`config.mk`:
```
export PLATFORM = sky130hd
export DESIGN_NAME = btn_reset_ctrl_flat
export DESIGN_NICKNAME = d
export VERILOG_FILES = /design/src/rtl/btn_reset_ctrl_if.sv /design/src/rtl/btn_reset_ctrl.sv /design/src/flat_wrapper.sv
export SDC_FILE = /design/constraint.sdc
export NUM_CORES = 1
export LEC_CHECK = 0
export BUFFER_PORTS_ARGS = -buffer_cell sky130_fd_sc_hd__buf_2
export CAP_MARGIN = 10
export CORE_MARGIN = 2
export CORE_UTILIZATION = 55
export DETAILED_ROUTE_END_ITERATION = 8
export PLACE_DENSITY = 0.67
export SYNTH_ARGS = -nofsm -noshare
export SYNTH_HDL_FRONTEND = slang
export SYNTH_SLANG_ARGS = --single-unit
```
`constraint.sdc`:
```
create_clock -name clk -period 5.6 [get_ports clk]
set_input_delay 1.12 -clock clk [delete_from_list [all_inputs] [get_ports clk]]
set_output_delay 1.12 -clock clk [all_outputs]
set_load 0.005 [all_outputs]
```
`src/rtl/btn_reset_ctrl_if.sv`:
```
// Signal bundle between the push-button front end and btn_reset_ctrl.
// master = the controller, slave = the board/environment side.
interface btn_reset_ctrl_if;
  logic btn_n;
  logic pressed;
  logic soft_rst_req;
  logic programn_n;

  modport master (input btn_n, output pressed, soft_rst_req, programn_n);
  modport slave  (output btn_n, input pressed, soft_rst_req, programn_n);
endinterface

```
`src/rtl/btn_reset_ctrl.sv`:
```
// Debounced push-button controller: a short press issues a soft-reset pulse, a long press requests reconfiguration.
// Define BTN_RESET_CTRL_RECONFIG_EN to let a long press pull programn_n low; otherwise a long press acts as a soft reset on release.
module btn_reset_ctrl #(
  parameter int DEBOUNCE_CYCLES = 65536,
  parameter int HOLD_CYCLES     = 80000000,
  parameter int SOFT_RST_CYCLES = 16
) (
  input  logic             clk,
  input  logic             rst,
  btn_reset_ctrl_if.master bus
);

  localparam int DW = (DEBOUNCE_CYCLES > 1) ? $clog2(DEBOUNCE_CYCLES) : 1;
  localparam int HW = (HOLD_CYCLES > 1)     ? $clog2(HOLD_CYCLES)     : 1;
  localparam int SW = (SOFT_RST_CYCLES > 1) ? $clog2(SOFT_RST_CYCLES) : 1;

  localparam logic [DW-1:0] DEB_LAST  = DW'(DEBOUNCE_CYCLES - 1);
  localparam logic [HW-1:0] HOLD_LAST = HW'(HOLD_CYCLES - 1);
  localparam logic [SW-1:0] SOFT_LAST = SW'(SOFT_RST_CYCLES - 1);

  localparam logic [2:0] IDLE = 3'd0;
  localparam logic [2:0] HELD = 3'd1;
  localparam logic [2:0] SOFT = 3'd2;
`ifdef BTN_RESET_CTRL_RECONFIG_EN
  localparam logic [2:0] RECONF     = 3'd4;
  localparam logic [2:0] LONG_STATE = RECONF;
`else
  localparam logic [2:0] WAIT_REL   = 3'd3;
  localparam logic [2:0] LONG_STATE = WAIT_REL;
`endif

  logic          sync1, sync2, deb_level, pressed_r, pressed_q, soft_r;
  logic [DW-1:0] deb_cnt;
  logic [HW-1:0] hold_cnt;
  logic [SW-1:0] soft_cnt;
  logic [2:0]    state, state_next;

  // Level changes only after DEBOUNCE_CYCLES consecutive samples disagree with it.
  always_ff @(posedge clk or posedge rst) begin
    if (rst) begin
      sync1     <= 1'b1;
      sync2     <= 1'b1;
      deb_level <= 1'b1;
      deb_cnt   <= '0;
      pressed_r <= 1'b0;
    end else begin
      sync1     <= bus.btn_n;
      sync2     <= sync1;
      pressed_r <= ~deb_level;
      if (sync2 == deb_level) begin
        deb_cnt <= '0;
      end else if (deb_cnt >= DEB_LAST) begin
        deb_level <= sync2;
        deb_cnt   <= '0;
      end else begin
        deb_cnt <= deb_cnt + DW'(1);
      end
    end
  end

  always_comb begin
    state_next = state;
    case (state)
      IDLE: if (pressed_r && !pressed_q) state_next = HELD;
      HELD: begin
        if (hold_cnt == HOLD_LAST)  state_next = LONG_STATE;
        else if (!pressed_r)        state_next = SOFT;
      end
      SOFT: if (soft_cnt == SOFT_LAST) state_next = IDLE;
`ifdef BTN_RESET_CTRL_RECONFIG_EN
      RECONF:   state_next = RECONF;
`else
      WAIT_REL: if (!pressed_r) state_next = SOFT;
`endif
      default:  state_next = IDLE;
    endcase
  end

  // Outputs are registered from the next state so they change cleanly with the state register.
  always_ff @(posedge clk or posedge rst) begin
    if (rst) begin
      state     <= IDLE;
      pressed_q <= 1'b0;
      hold_cnt  <= '0;
      soft_cnt  <= '0;
      soft_r    <= 1'b0;
    end else begin
      state     <= state_next;
      pressed_q <= pressed_r;
      soft_r    <= (state_next == SOFT);
      if (state == HELD && state_next == HELD) hold_cnt <= hold_cnt + HW'(1);
      else                                     hold_cnt <= '0;
      if (state == SOFT && state_next == SOFT) soft_cnt <= soft_cnt + SW'(1);
      else                                     soft_cnt <= '0;
    end
  end

`ifdef BTN_RESET_CTRL_RECONFIG_EN
  logic prog_r;

  always_ff @(posedge clk or posedge rst) begin
    if (rst) prog_r <= 1'b1;
    else     prog_r <= (state_next != RECONF);
  end

  assign bus.programn_n = prog_r;
`else
  assign bus.programn_n = 1'b1;
`endif

  assign bus.pressed      = pressed_r;
  assign bus.soft_rst_req = soft_r;

endmodule

```
`src/flat_wrapper.sv`:
```
// flat-port wrapper written by rule: the top's interface ports become plain ports
module btn_reset_ctrl_flat 
#(
  parameter int DEBOUNCE_CYCLES = 65536,
  parameter int HOLD_CYCLES     = 80000000,
  parameter int SOFT_RST_CYCLES = 16
)
  (clk, rst, bus_btn_n, bus_pressed, bus_soft_rst_req, bus_programn_n);
  btn_reset_ctrl_if bus_i ();
  input  logic clk;
  input  logic rst;
  input wire logic [$bits(bus_i.btn_n)-1:0] bus_btn_n;
  output wire logic [$bits(bus_i.pressed)-1:0] bus_pressed;
  output wire logic [$bits(bus_i.soft_rst_req)-1:0] bus_soft_rst_req;
  output wire logic [$bits(bus_i.programn_n)-1:0] bus_programn_n;
  assign bus_i.btn_n = bus_btn_n;
  assign bus_pressed = bus_i.pressed;
  assign bus_soft_rst_req = bus_i.soft_rst_req;
  assign bus_programn_n = bus_i.programn_n;
  btn_reset_ctrl #(.DEBOUNCE_CYCLES(DEBOUNCE_CYCLES), .HOLD_CYCLES(HOLD_CYCLES), .SOFT_RST_CYCLES(SOFT_RST_CYCLES)) u_core (.clk(clk), .rst(rst), .bus(bus_i));
endmodule
```
==> summary.txt <==
gr ovfl total = 0
final worst-path cycle share = 46.7%
root buffer cell = clkbuf_8
unrepaired setup endpoints after global routing = false
FP Rows = 25
Inserted Diodes = 0
Synth warnings = 0
Async SR Flop Fraction = 100%
worst-path maximum fanout = 17
CORE AREA = 4720 sq um
clk_lat worst skew = 300 ps
power per cell area = 227 nW/um^2
share of layout cells above drive strength 1 = 10.4%
WP data arrival = 2740 ps
leak pwr = 1.09 nW
gpl congestion = 0.876
CTS tree = done
initial antenna violation count = 0
Req. time, crit path = 5730 ps
Setup Buffers After CTS = 0
max-cap viol count = 0
I/O pins = 6
nets = 273
CP Capture Type = register
Hold Crit Start = u_core.sync1
worst hold path class = register to register
Total Die Area = 5500 sq um
post-synthesis register bit count = 56
drt initial violations = 114
most common cell in the netlist = dfrtp_1
CP startpoint kind = register
worst vdd ir = 141 uV
Worst-path clk slew = 100 ps
Post-Synthesis Cell Area = 2710 sq um
Clock Skew = 6.22 ps
fill cell count = 417
Layout area overhead = 5.41%
hold_buf cts = 0
DR vias = 1899
crit path time final = 2610 ps
post-route cell area = 2850 sq um
Crit. Startpoint = u_core.hold_cnt[0]
drt via density = 5.67
CTS buffer count = 5
drt pass-1 iters = 4
I/O Buffers = 4
Longest Clk Path Bufs = 2
Post-Route WL = 4590 microns
largest net degree at the start of global routing = 57
# DRC = 0
Peak Freq = 383 MHz
synth top area cells = dfrtp_1, xor2_1, xnor2_1
biggest area consumer among synthesized cells = dfrtp_1
Slew @ Worst Pin = 1120 ps
Resize count post-CTS = 0
Placed Area = 2760 sq um
syn avg cell area = 10.2 sq um
Post-synth EDFFs = 0
total negative slack = 0 ps
ANT nets after route = 0
DPL Wire Length = 3050 microns
register area share after synthesis = 51.9%
Rel. slew slack = 25.4%
syn nets = 272
H-tree levels = 2
Synth cell types = 41
die width = 74.2 microns
Initial Utilization = 57.3%
dominant synthesized flop cell = dfrtp_1
clock tree sinks = 56
Setup Viol. Count Final = 0
total track usage = 19.2%
Post-Syn Instances = 266
top cell type's share of synthesized area = 49.0%
Die Height = 74.2 microns
fin. max-slew vios = 0
first-pass GRT wire length = 8340 microns
critical path class = register to register
post-DR wirelength/cell = 13.7 microns
outcome = completed
vias in the first global route = 1836
Commonest cells post-synth = dfrtp_1, nor2_1, nor3_1, xor2_1, nand3_1
Final Hold Fails = 0
worst r2r src = u_core.hold_cnt[0]
-- cell families after synthesis --
logic type / Yosys count / synth area share, %
adder cells (fa/ha/maj): 3 / 1.39
multiplexers: 1 / 0.416
other: 2 / 0.277
AND/OR/NAND/NOR: 116 / 24.0
buffers and inverters: 24 / 4.11
XOR/XNOR: 27 / 8.73
flip-flops: 56 / 51.9
AO/OA/AOI/OAI: 37 / 9.15
-- registers in the layout, indices dropped and copies added (netlist names) --
| signal | cells |
|---|---|
| u_core.soft_cnt | 4 |
| u_core.pressed_q | 1 |
| u_core.bus.soft_rst_req | 1 |
| u_core.sync1 | 1 |
| u_core.state | 3 |
| u_core.bus.pressed | 1 |
| u_core.deb_cnt | 16 |
| u_core.hold_cnt | 27 |
| u_core.deb_level | 1 |
| u_core.sync2 | 1 |
-- final timing paths --
path	depth (start not counted)	slack, ps	to
min in group asynchronous	3	1000	u_core.deb_cnt[13]
max in group asynchronous	3	4140	u_core.hold_cnt[8]
worst max-delay path	6	2990	u_core.hold_cnt[20]
worst min-delay path	0	370	u_core.sync2
worst min register to register	0	370	u_core.sync2
worst max register to register	6	2990	u_core.hold_cnt[20]
-- per-layer routing --
| layer | vias up | track usage [%] | wire, microns |
|---|---|---|---|
| li1 | 951 | - | - |
| met1 | 921 | 29.3 | 2370 |
| met2 | 25 | 29.1 | 2080 |
| met3 | 2 | 3.25 | 117 |
| met4 | 0 | 4.24 | 23 |
| met5 | - | 0 | 0 |
-- critical path, stage by stage (launching register included) --
cell and delay [ps]:
dfrtp_1 420, ha_1 200, nand3_1 250, or3_2 550
nor3_2 580, buf_4 350, a211oi_1 80
-- area by class of cell --
class / instances / area [sq um] / area share (%)
multi-input combinational: 186 / 1190 / 41.7
sequential: 56 / 1410 / 49.2
clock buffer: 8 / 90.1 / 3.16
tap: 67 / 83.8 / 2.94
inverter: 11 / 41.3 / 1.45
timing repair buffer: 7 / 42.5 / 1.49
-- where the power goes --
group | internal (mW) | switching (mW) | total [mW]
clock network | 0.101 | 0.121 | 0.223
logic | 0.00417 | 0.0125 | 0.0167
registers | 0.408 | 0.00217 | 0.410
-- through the flow --
stage	utilization (%)	setup slack (ps)	cells	total power, mW	hold slack, ps
after floorplan	-	3110	266	0.430	345
after global placement	58.5	3040	327	0.435	359
after detailed placement	58.5	2980	327	0.435	359
after CTS	60.4	2950	335	0.656	373
after global routing	60.4	2710	335	0.677	386
final	60.4	2990	335	0.649	374
-- layout by cell type (no fill, tap or decap), drive strengths merged, types with 3 or more instances in the layout --
| cell | netlist | routed |
|---|---|---|
| o31ai | 5 | 5 |
| and4 | 4 | 4 |
| xnor2 | 11 | 11 |
| ha | 3 | 3 |
| dfstp | 3 | 3 |
| dfrtp | 53 | 53 |
| a211oi | 12 | 12 |
| clkbuf | 8 | 8 |
| nor2 | 22 | 22 |
| or3 | 11 | 11 |
| nor3 | 17 | 17 |
| nand3 | 15 | 15 |
| nand4 | 13 | 13 |
| or4 | 7 | 7 |
| inv | 11 | 11 |
| xor2 | 16 | 16 |
| o21ai | 10 | 10 |
| nor4 | 4 | 4 |
| nand2 | 12 | 12 |
| buf | 5 | 7 |
| a21oi | 6 | 6 |
No activity file was read; power rests on OpenSTA's default activity.
